--- config.mk ---
export PLATFORM = sky130hd
export DESIGN_NAME = input_unit_fsm_flat
export DESIGN_NICKNAME = d
export VERILOG_FILES = /design/src/rtl/input_unit_fsm_pkg.sv /design/src/rtl/input_unit_fsm_if.sv /design/src/rtl/input_unit_fsm_flit_fifo.sv /design/src/rtl/input_unit_fsm.sv /design/src/flat_wrapper.sv
export SDC_FILE = /design/constraint.sdc
export NUM_CORES = 1
export LEC_CHECK = 0
export CAP_MARGIN = 10
export CORE_AREA = 2 2 132 134
export DETAILED_ROUTE_END_ITERATION = 7
export DIE_AREA = 0 0 134 136
export PLACE_DENSITY = 0.82
export SKIP_LAST_GASP = 1
export SLEW_MARGIN = 5
export SYNTH_ARGS = -nofsm -noshare
export SYNTH_HDL_FRONTEND = slang
export SYNTH_SLANG_ARGS = --single-unit
--- constraint.sdc ---
create_clock -name clk -period 5.7 [get_ports clk]
set_input_delay 1.14 -clock clk [delete_from_list [all_inputs] [get_ports clk]]
set_output_delay 1.14 -clock clk [all_outputs]
set_load 0.05 [all_outputs]
--- src/rtl/input_unit_fsm_pkg.sv ---
// Router types shared by the input unit: flit layout, port indices, FSM states, XY routing.
package input_unit_fsm_pkg;

  localparam int COORD_W      = 4;
  localparam int PAYLOAD_W    = 16;
  localparam int NUM_OF_PORTS = 5;

  localparam int LOCAL = 0;
  localparam int NORTH = 1;
  localparam int EAST  = 2;
  localparam int SOUTH = 3;
  localparam int WEST  = 4;

  typedef enum logic [1:0] {
    HEAD_FLIT = 2'd0,
    BODY_FLIT = 2'd1,
    TAIL_FLIT = 2'd2
  } FLIT_TYPE_t;

  typedef enum logic [1:0] {
    IDLE    = 2'd0,
    ROUTING = 2'd1,
    WAITING = 2'd2,
    ACTIVE  = 2'd3
  } GLOBAL_STATE_t;

  typedef struct packed {
    logic       valid;
    FLIT_TYPE_t flit_type;
  } FLIT_TAIL_t;

  // dst_x/dst_y are meaningful on head flits only
  typedef struct packed {
    FLIT_TAIL_t           tail;
    logic [COORD_W-1:0]   dst_x;
    logic [COORD_W-1:0]   dst_y;
    logic [PAYLOAD_W-1:0] payload;
  } FLIT_t;

  typedef logic [NUM_OF_PORTS-1:0] PORT_VEC_t;

  function automatic PORT_VEC_t xy_route(input logic [COORD_W-1:0] dst_x,
                                         input logic [COORD_W-1:0] dst_y,
                                         input logic [COORD_W-1:0] local_x,
                                         input logic [COORD_W-1:0] local_y);
    PORT_VEC_t r;
    r = '0;
    if (dst_x > local_x)      r[EAST]  = 1'b1;
    else if (dst_x < local_x) r[WEST]  = 1'b1;
    else if (dst_y > local_y) r[NORTH] = 1'b1;
    else if (dst_y < local_y) r[SOUTH] = 1'b1;
    else                      r[LOCAL] = 1'b1;
    return r;
  endfunction

endpackage

--- src/rtl/input_unit_fsm_if.sv ---
// Link/switch signal bundle of one router input port; slave = input unit, master = its environment.
interface input_unit_fsm_if;
  import input_unit_fsm_pkg::*;

  logic          i_upstream_req;
  logic          o_upstream_ack;
  FLIT_t         i_flit;
  PORT_VEC_t     o_switch_req;
  PORT_VEC_t     i_outport_ack;
  FLIT_t         o_flit;
  GLOBAL_STATE_t o_gstate;
  logic          o_overflow;

  modport slave (
    input  i_upstream_req, i_flit, i_outport_ack,
    output o_upstream_ack, o_switch_req, o_flit, o_gstate, o_overflow
  );

  modport master (
    output i_upstream_req, i_flit, i_outport_ack,
    input  o_upstream_ack, o_switch_req, o_flit, o_gstate, o_overflow
  );
endinterface

--- src/rtl/input_unit_fsm_flit_fifo.sv ---
// Synchronous flit FIFO with fall-through read data; push while full is taken only with a same-cycle pop.
// Pointers carry an extra wrap bit so full and empty are distinguishable.
module flit_fifo #(
  parameter int unsigned DEPTH = 8,
  parameter int unsigned WIDTH = 8
) (
  input  logic             clk,
  input  logic             reset_n,
  input  logic             i_push,
  input  logic [WIDTH-1:0] i_wdat,
  input  logic             i_pop,
  output logic [WIDTH-1:0] o_rdat,
  output logic             o_full,
  output logic             o_empty
);
  localparam int AW = $clog2(DEPTH);

  logic [WIDTH-1:0] r_mem [DEPTH];
  logic [AW:0]      r_wptr;
  logic [AW:0]      r_rptr;
  logic             w_do_push;
  logic             w_do_pop;

  assign o_empty   = (r_wptr == r_rptr);
  assign o_full    = (r_wptr[AW] != r_rptr[AW]) && (r_wptr[AW-1:0] == r_rptr[AW-1:0]);
  assign o_rdat    = r_mem[r_rptr[AW-1:0]];
  assign w_do_pop  = i_pop && !o_empty;
  assign w_do_push = i_push && (!o_full || w_do_pop);

  always_ff @(posedge clk or negedge reset_n) begin
    if (!reset_n) begin
      r_wptr <= '0;
      r_rptr <= '0;
    end else begin
      if (w_do_push) r_wptr <= r_wptr + 1'b1;
      if (w_do_pop)  r_rptr <= r_rptr + 1'b1;
    end
  end

  always_ff @(posedge clk) begin
    if (w_do_push) r_mem[r_wptr[AW-1:0]] <= i_wdat;
  end
endmodule

--- src/rtl/input_unit_fsm.sv ---
// Router input unit: acks upstream, buffers flits, XY-routes the head, streams the packet to the crossbar.
// Head latency 3 cycles via FIFO, 1 flit/cycle; `INPUT_UNIT_BYPASS_EN adds a same-cycle path when ACTIVE and empty.
module input_unit_fsm
  import input_unit_fsm_pkg::*;
#(
  parameter int unsigned BUF_DEPTH = 8,
  parameter int unsigned LOCAL_X   = 0,
  parameter int unsigned LOCAL_Y   = 0
) (
  input logic              clk,
  input logic              reset_n,
  input_unit_fsm_if.slave  io_if
);
  localparam logic [COORD_W-1:0] LX = COORD_W'(LOCAL_X);
  localparam logic [COORD_W-1:0] LY = COORD_W'(LOCAL_Y);

  GLOBAL_STATE_t r_state, w_state_nxt;
  PORT_VEC_t     r_out_port, w_out_port_nxt;
  logic          r_first, w_first_nxt;
  logic          r_overflow;

  FLIT_t     w_in;
  FLIT_t     w_front;
  FLIT_t     w_flit_out;
  PORT_VEC_t w_switch_req;
  logic      w_ack;
  logic      w_full;
  logic      w_empty;
  logic      w_push;
  logic      w_pop;
  logic      w_bypass;
  logic      w_drop;

  assign w_in = io_if.i_flit;

`ifdef INPUT_UNIT_BYPASS_EN
  assign w_bypass = (r_state == ACTIVE) && w_empty && w_in.tail.valid;
`else
  assign w_bypass = 1'b0;
`endif

  assign w_push = w_in.tail.valid && !w_bypass;
  assign w_drop = w_push && w_full && !w_pop;

  flit_fifo #(
    .DEPTH (BUF_DEPTH),
    .WIDTH ($bits(FLIT_t))
  ) u_fifo (
    .clk     (clk),
    .reset_n (reset_n),
    .i_push  (w_push),
    .i_wdat  (w_in),
    .i_pop   (w_pop),
    .o_rdat  (w_front),
    .o_full  (w_full),
    .o_empty (w_empty)
  );

  always_comb begin
    w_state_nxt    = r_state;
    w_out_port_nxt = r_out_port;
    w_first_nxt    = r_first;
    w_pop          = 1'b0;
    w_ack          = 1'b0;
    w_switch_req   = '0;
    w_flit_out     = '0;
    case (r_state)
      IDLE: begin
        w_ack       = io_if.i_upstream_req && w_empty;
        w_first_nxt = 1'b1;
        if (w_ack) w_state_nxt = ROUTING;
      end
      ROUTING: begin
        // A tail-typed first flit is a single-flit packet and carries the route
        if (!w_empty) begin
          if (w_front.tail.flit_type == HEAD_FLIT ||
              (r_first && w_front.tail.flit_type == TAIL_FLIT)) begin
            w_out_port_nxt = xy_route(w_front.dst_x, w_front.dst_y, LX, LY);
            w_state_nxt    = WAITING;
          end else begin
            w_pop       = 1'b1;
            w_first_nxt = 1'b0;
          end
        end
      end
      WAITING: begin
        w_switch_req = r_out_port;
        if (|(io_if.i_outport_ack & r_out_port)) w_state_nxt = ACTIVE;
      end
      ACTIVE: begin
        w_switch_req = r_out_port;
        if (!w_empty) begin
          w_pop      = 1'b1;
          w_flit_out = w_front;
        end else if (w_bypass) begin
          w_flit_out = w_in;
        end
        if (w_flit_out.tail.valid && w_flit_out.tail.flit_type == TAIL_FLIT)
          w_state_nxt = IDLE;
      end
      default: w_state_nxt = IDLE;
    endcase
  end

  always_ff @(posedge clk or negedge reset_n) begin
    if (!reset_n) begin
      r_state    <= IDLE;
      r_out_port <= '0;
      r_first    <= 1'b0;
      r_overflow <= 1'b0;
    end else begin
      r_state    <= w_state_nxt;
      r_out_port <= w_out_port_nxt;
      r_first    <= w_first_nxt;
      if (w_drop) r_overflow <= 1'b1;
    end
  end

  assign io_if.o_upstream_ack = w_ack;
  assign io_if.o_switch_req   = w_switch_req;
  assign io_if.o_flit         = w_flit_out;
  assign io_if.o_gstate       = r_state;
  assign io_if.o_overflow     = r_overflow;
endmodule

--- src/flat_wrapper.sv ---
// flat-port wrapper written by rule: the top's interface ports become plain ports
module input_unit_fsm_flat import input_unit_fsm_pkg::*;
#(
  parameter int unsigned BUF_DEPTH = 8,
  parameter int unsigned LOCAL_X   = 0,
  parameter int unsigned LOCAL_Y   = 0
)
  (clk, reset_n, io_if_i_upstream_req, io_if_i_flit, io_if_i_outport_ack, io_if_o_upstream_ack, io_if_o_switch_req, io_if_o_flit, io_if_o_gstate, io_if_o_overflow);
  input_unit_fsm_if io_if_i ();
  input logic clk;
  input logic reset_n;
  input wire logic [$bits(io_if_i.i_upstream_req)-1:0] io_if_i_upstream_req;
  input wire logic [$bits(io_if_i.i_flit)-1:0] io_if_i_flit;
  input wire logic [$bits(io_if_i.i_outport_ack)-1:0] io_if_i_outport_ack;
  output wire logic [$bits(io_if_i.o_upstream_ack)-1:0] io_if_o_upstream_ack;
  output wire logic [$bits(io_if_i.o_switch_req)-1:0] io_if_o_switch_req;
  output wire logic [$bits(io_if_i.o_flit)-1:0] io_if_o_flit;
  output wire logic [$bits(io_if_i.o_gstate)-1:0] io_if_o_gstate;
  output wire logic [$bits(io_if_i.o_overflow)-1:0] io_if_o_overflow;
  assign io_if_i.i_upstream_req = io_if_i_upstream_req;
  assign io_if_i.i_flit = io_if_i_flit;
  assign io_if_i.i_outport_ack = io_if_i_outport_ack;
  assign io_if_o_upstream_ack = io_if_i.o_upstream_ack;
  assign io_if_o_switch_req = io_if_i.o_switch_req;
  assign io_if_o_flit = io_if_i.o_flit;
  assign io_if_o_gstate = io_if_i.o_gstate;
  assign io_if_o_overflow = io_if_i.o_overflow;
  input_unit_fsm #(.BUF_DEPTH(BUF_DEPTH), .LOCAL_X(LOCAL_X), .LOCAL_Y(LOCAL_Y)) u_core (.clk(clk), .reset_n(reset_n), .io_if(io_if_i));
endmodule
# Yosys cells after proc, flatten, opt, wreduce, memory -nomap -nowiden
# Memories as Yosys holds them, arrays and structs flattened.
# Index checks and enable logic that the tools add are counted.
[totals]
register_bits = 17
mem_bits_rw = 216
input_bits = 35
word_cells = 81
mem_count = 1
[mem_list]
columns = ["name", "words", "width", "rd", "rd_ports_with_merged_regs", "wr", "line", "text"]
rows = [
  ["u_core.u_fifo.r_mem", 8, 27, 1, 0, 1, "input_unit_fsm_flit_fifo.sv:18", "logic [WIDTH-1:0] r_mem [DEPTH];"],
]
[classes]
add_sub_neg = 2
order_cmp = 4
eq_ne = 14
mux = 31
bitwise_logic = 2
n_reduce_logical = 21
[ops]
columns = ["cell", "n"]
rows = [
  ["27-bit two-way mux", 3],
  ["1-bit two-way mux", 16],
  ["2-bit two-way mux", 8],
  ["4-bit by 1-bit adder with 4-bit output, second input constant", 2],
  ["2-bit == test, second input constant", 4],
  ["4-bit by 1-bit greater-than comparator with 1-bit output, second input constant", 2],
  ["1-bit logical AND", 8],
  ["4-bit by 1-bit < comparator with 1-bit output, second input constant", 2],
  ["2-bit by 1-bit != test with 1-bit output, second input constant", 4],
  ["2-bit one-hot mux with 4 select lines", 1],
  ["3-bit AND reduction", 2],
  ["5-bit bitwise AND", 1],
  ["5-bit two-way mux", 1],
  ["5-bit AND reduction", 1],
  ["5-bit OR reduction", 1],
  ["4-bit == test", 1],
  ["2-bit zero test", 2],
  ["2-bit != test, second input constant", 2],
  ["1-bit one-hot mux with 2 select lines", 2],
  ["3-bit == test", 1],
  ["1-bit zero test", 3],
  ["2-bit by 1-bit == test with 1-bit output, second input constant", 1],
  ["1-bit logical OR", 2],
  ["2-bit nonzero test", 1],
  ["3 further kinds", 3],
]

# Longest topological paths before layout
# An unclocked memory read counts as a cell.
[logic_depth]
depth_word = 12
depth_mapped = 8
mapped_depth_nobuf = 6

# Modules after synthesis
# From an unflattened synthesis, not the netlist that was laid out.
[hier_totals]
hier_cells = 453
hier_area_um2 = 9330.2
[by_module_without_submodules]
columns = ["mod", "instances", "cells_per_inst", "area_per_inst_um2", "seq_area_each_um2"]
rows = [
  ["flit_fifo", 1, 370, 8659.6, 6686.4],
  ["input_unit_fsm", 1, 83, 670.6, 175.2],
]

# Worst setup path before layout
# OpenSTA, ideal clock, no wires.
[synth_timing]
path_kind = "register -> register"
from = "reg u_core.u_fifo.r_rptr[1]"
to = "mem u_core.u_fifo.r_mem[0][0] (netlist bit) (enable)"
arrival_ns = 3.517
required_ns = 5.255
setup_slack_ns = 1.739
stages_incl_launch_ff = 8
n_path_buf = 1
period_less_slack_ns = 3.961
path_cell_list = "dfrtp_1 -> buf_2 -> mux4_2 -> mux2i_1 -> o21a_1 -> o21ai_0 -> nand3b_1 -> nor3_1"
[synth_between]
elab_chain_cells = 12
[synth_lines]
columns = ["item", "line", "text"]
rows = [
  ["start, declared", "input_unit_fsm_flit_fifo.sv:20", "logic [AW:0] r_rptr;"],
  ["start signal, assigned", "input_unit_fsm_flit_fifo.sv:36", "if (w_do_pop) r_rptr <= r_rptr + 1'b1;"],
  ["memory read 8 x 27 bit", "--", ""],
  ["2-bit == test", "input_unit_fsm.sv:77", "(r_first && w_front.tail.flit_type == TAIL_FLIT)) begin"],
  ["1-bit logical AND", "input_unit_fsm.sv:77", ""],
  ["1-bit logical OR", "input_unit_fsm.sv:76", "if (w_front.tail.flit_type == HEAD_FLIT ||"],
  ["1-bit two-way mux", "input_unit_fsm.sv:76", ""],
  ["1-bit two-way mux", "input_unit_fsm.sv:75", "if (!w_empty) begin"],
  ["1-bit one-hot mux with 2 select lines", "input_unit_fsm.sv:67", "case (r_state)"],
  ["1-bit logical AND", "input_unit_fsm_flit_fifo.sv:27", "assign w_do_pop = i_pop && !o_empty;"],
  ["1-bit logical OR (*)", "input_unit_fsm_flit_fifo.sv:28", "assign w_do_push = i_push && (!o_full || w_do_pop);"],
  ["1-bit logical AND (*)", "input_unit_fsm_flit_fifo.sv:28", ""],
  ["1-bit two-way mux (*)", "input_unit_fsm_flit_fifo.sv:41", "if (w_do_push) r_mem[r_wptr[AW-1:0]] <= i_wdat;"],
  ["1-bit two-way mux (not written as such) (*)", "input_unit_fsm_flit_fifo.sv:41", ""],
  ["end, declared", "input_unit_fsm_flit_fifo.sv:18", ""],
]
# Every way passes the cells marked *; elsewhere a longest branch is shown, timed or not.

# Worst setup path in the final report
[layout_timing]
from = "reg u_core.u_fifo.r_rptr[0]"
to = "out io_if_o_flit[24]"
[layout_between]
elab_chain_cells = 4
[layout_lines]
columns = ["item", "line", "text"]
rows = [
  ["memory read 8 x 27 bit / 4-bit == test (equally long branches)", "--", ""],
  ["27-bit two-way mux (*)", "input_unit_fsm.sv:92", "if (!w_empty) begin"],
  ["27-bit two-way mux (*) (2 in series)", "input_unit_fsm.sv:67", ""],
  ["end, declared", "flat_wrapper.sv:17", "output wire logic [$bits(io_if_i.o_flit)-1:0] io_if_o_flit;"],
]
# Every way passes the cells marked *; elsewhere a longest branch is shown, timed or not. The select of a mux whose other input is x is not followed.

==> qor.yml <==
grt:
  antenna_found_initial: 0
  first_global_vias: 4684
  grt_pass1_wl_mm: 27.2
  grt_max_degree: 60
  grt_usage_pct: 19.9
  gr-total-overflow: 0
clock_network:
  clkTransAtPathRegs_ns: 0.06
  htree_num_levels: 1
  cts_tree: "built"
  cts_hold_buf: 0
  clkSinkCount: 231
  clockBufferDepth: 3
  post_cts_buffers: 0
  cts_made_buffers: 22
  root_buffer: "clkbuf_16"
  ctsResizeCount: 0
  worstSkewPairLatency_ns: 0.50
timing:
  worst-slew-pin-transition_ns: 1.04
  period_needed_ns: 4.79
  timing.fmax_ghz: 0.209
  fin_skew_ns: 0.0123
  maxSlewViolCount: 0
  finalSetupTns_ns: 0
  hold_viol: 0
  period_share_pct: 84.0
  setup_viol_count_final: 0
  setup_slack_ns: 0.909
  rsz0062_at_grt: "false"
  max_slew_margin_pct: 30.2
setup_path:
  slowest_stage: "clkdlybuf4s50_1"
  end_kind: "primary output"
  arrival_ns: 3.65
  required_ns: 4.56
  rr_worst_depth: 8
  r2r_start: "u_core.u_fifo.r_rptr[0]"
  worst_r2r_endpoint: "u_core.u_fifo.r_mem[1][17]"
  timing.critical_path.from: "u_core.u_fifo.r_rptr[0]"
  crit_chain: "buf_4 -> mux4_2 -> mux2i_1 -> nor2_1 -> clkdlybuf4s50_1"
  slowest_delay_ns: 0.73
  critical_path.startpoint_type: "register"
  path_max_fanout: 38
  regToRegSetupSlack_ns: 1.35
  critical_path_class: "register to primary output"
routing:
  drc_errors: 0
  antenna_left: 0
  viasPerCell: 5.77
  vias: 4447
  wirelength_mm: 17.3
  wire_per_inst_um: 22.4
  drtIter0Drc: 353
  dr.pass1.iters: 4
finish:
  fin_nets: 571
  layout_commonest_cell: "edfxtp_1"
  layoutNonFillerInstCount: 771
  num_antenna_cells: 0
  drive_above_1_share_pct: 20.1
  area.growth.synth_to_final_pct: 19.2
  final_cell_mix: "edfxtp_1 (216), clkdlybuf4s50_1 (66), mux4_2 (52), mux2i_1 (31), nor2_1 (31)"
  postLayoutCoreUtil_pct: 64.3
  fillers: 1099
power_and_ir_drop:
  pwr-share-seq_pct: 38.5
  comb_power_share_pct: 35.7
  p_clk_share_pct: 25.8
  power.share.switching_pct: 33.4
  p_sw_mw: 2.01
  powerDensity_nw_per_um2: 554
  p_leak_nw: 3.61
  p_int_mw: 4.00
  irDropWorstVdd_mv: 0.470
synthesis:
  synth-simple-area-share_pct: 3.64
  syn_inst: 448
  yosys_warnings: 0
  synth_edf_count: 216
  async_flop_share_pct: 6.49
  syn_area_um2: 9100
  synth_compound_area_share_pct: 0.935
  synth_top_family_by_area: "multiplexers"
  synth.yosys.seq_area_share_pct: 75.4
  yosys.area_share.adder_pct: 0.825
  synth-main-ff-cell: "edfxtp_1"
  synth_cell_types: 32
  muxShareOfSynthArea_pct: 16.8
  synth-seq-cells: 231
  syn_avg_cell_area_um2: 20.3
  synth-xor-area-share_pct: 0.963
floorplanning:
  ioPinCount: 71
  dieHeight_um: 136
  die_w_um: 134
  core_um2: 16900
  die-area_um2: 18200
  initial_core_util_pct: 53.9
  rows: 48
worst_hold_path:
  hp-class: "register to register"
  worstHoldStart: "u_core.io_if.o_overflow"
  hold_path_end: "u_core.io_if.o_overflow"
  whs_path_depth: 1
run_status:
  outcome: "finished, final reports clean"
place:
  dp.cells: 731
  port_buffers: 66
  place.gp.congestion: 0.831
  dp_hpwl_mm: 9.54
  post-place-ws_ns: 1.37
run:
  cap_viol_max_count: 0
-- area by class of cell --
| class | count | area, um^2 | area share (%) |
|---|---|---|---|
| Clock buffer | 27 | 591 | 5.45 |
| Clock inverter | 13 | 186 | 1.72 |
| Inverter | 5 | 18.8 | 0.173 |
| Multi-Input combinational cell | 191 | 2140 | 19.7 |
| Sequential cell | 231 | 6870 | 63.3 |
| Tap cell | 225 | 282 | 2.60 |
| Timing Repair Buffer | 79 | 758 | 6.99 |
-- registers in the layout, summed over array words and instances (netlist names) --
signal and count:
u_core.u_fifo.r_wptr 4, u_core.r_out_port 3, u_core.io_if.o_overflow 1, u_core.io_if.o_gstate 2, u_core.r_first 1, u_core.u_fifo.r_mem 216, u_core.u_fifo.r_rptr 4
-- cells in the mapped netlist, drive strengths merged, types with 6 or more instances --
| cell | number | area [um^2] |
|---|---|---|
| clkbuf | 9 | 33.8 |
| buf | 13 | 73.8 |
| mux4 | 52 | 1170 |
| edfxtp | 216 | 6490 |
| nand3 | 6 | 30.0 |
| nand2 | 11 | 41.3 |
| dfrtp | 15 | 375 |
| mux2i | 31 | 310 |
| nor2 | 36 | 135 |
| ha | 6 | 75.1 |
| xnor2 | 8 | 70.1 |
-- per-layer routing --
metal  vias up  global-route usage (%)  routed length, um
met5         -                       0                  0
met4         0                    4.85                335
met3        23                    3.50               1160
met2       175                    32.8               8580
met1      2287                    28.1               7220
li1       1962                       -                  -
-- how the worst max path moves through the flow --
stage	end	slack [ns]
5_1_grt	io_if_o_flit[24]	0.64
3_3_place_gp	io_if_o_flit[24]	1.37
3_5_place_dp	io_if_o_flit[24]	1.37
6_report	io_if_o_flit[24]	0.91
2_1_floorplan	u_core.u_fifo.r_mem[0][0]	1.74
4_1_cts	io_if_o_flit[24]	0.84
-- logic make-up (layout without fill, tap and decap cells) --
kind of cell	Yosys count	after routing
adders and majority gates	6	6
and+or+nand+nor	73	73
xor gates and xnor gates	10	10
AOI/OAI and AO/OA	13	13
DFF	231	231
muxes	87	87
buffers and inverters	27	124
other	1	2
-- stage by stage --
| stage | hold slack, ns | total power, mW | instance area (um^2) |
|---|---|---|---|
| after global placement | 0.461 | 4.44 | 10100 |
| after global routing | 0.515 | 6.28 | 10800 |
| after floorplan | 0.462 | 3.87 | 9100 |
| final | 0.491 | 6.01 | 10800 |
| after detailed placement | 0.483 | 4.50 | 10100 |
| after CTS | 0.493 | 6.06 | 10800 |
-- worst max-delay path, delay by kind of cell (launching register included) --
family / cells / cell delay [ns]
flops: 1 / 0.71
simple gates: 1 / 0.08
mux: 2 / 0.94
buf+inv: 2 / 1.41
-- power groups by stage --
stage	Combinational, mW	Sequential [mW]	Clock (mW)
final	2.14	2.31	1.55
after global routing	2.31	2.34	1.64
after CTS	2.17	2.32	1.57
after detailed placement	2.16	2.35	0
after global placement	2.12	2.32	0
after floorplan	1.57	2.31	0
(Power assumes the default switching activity.)
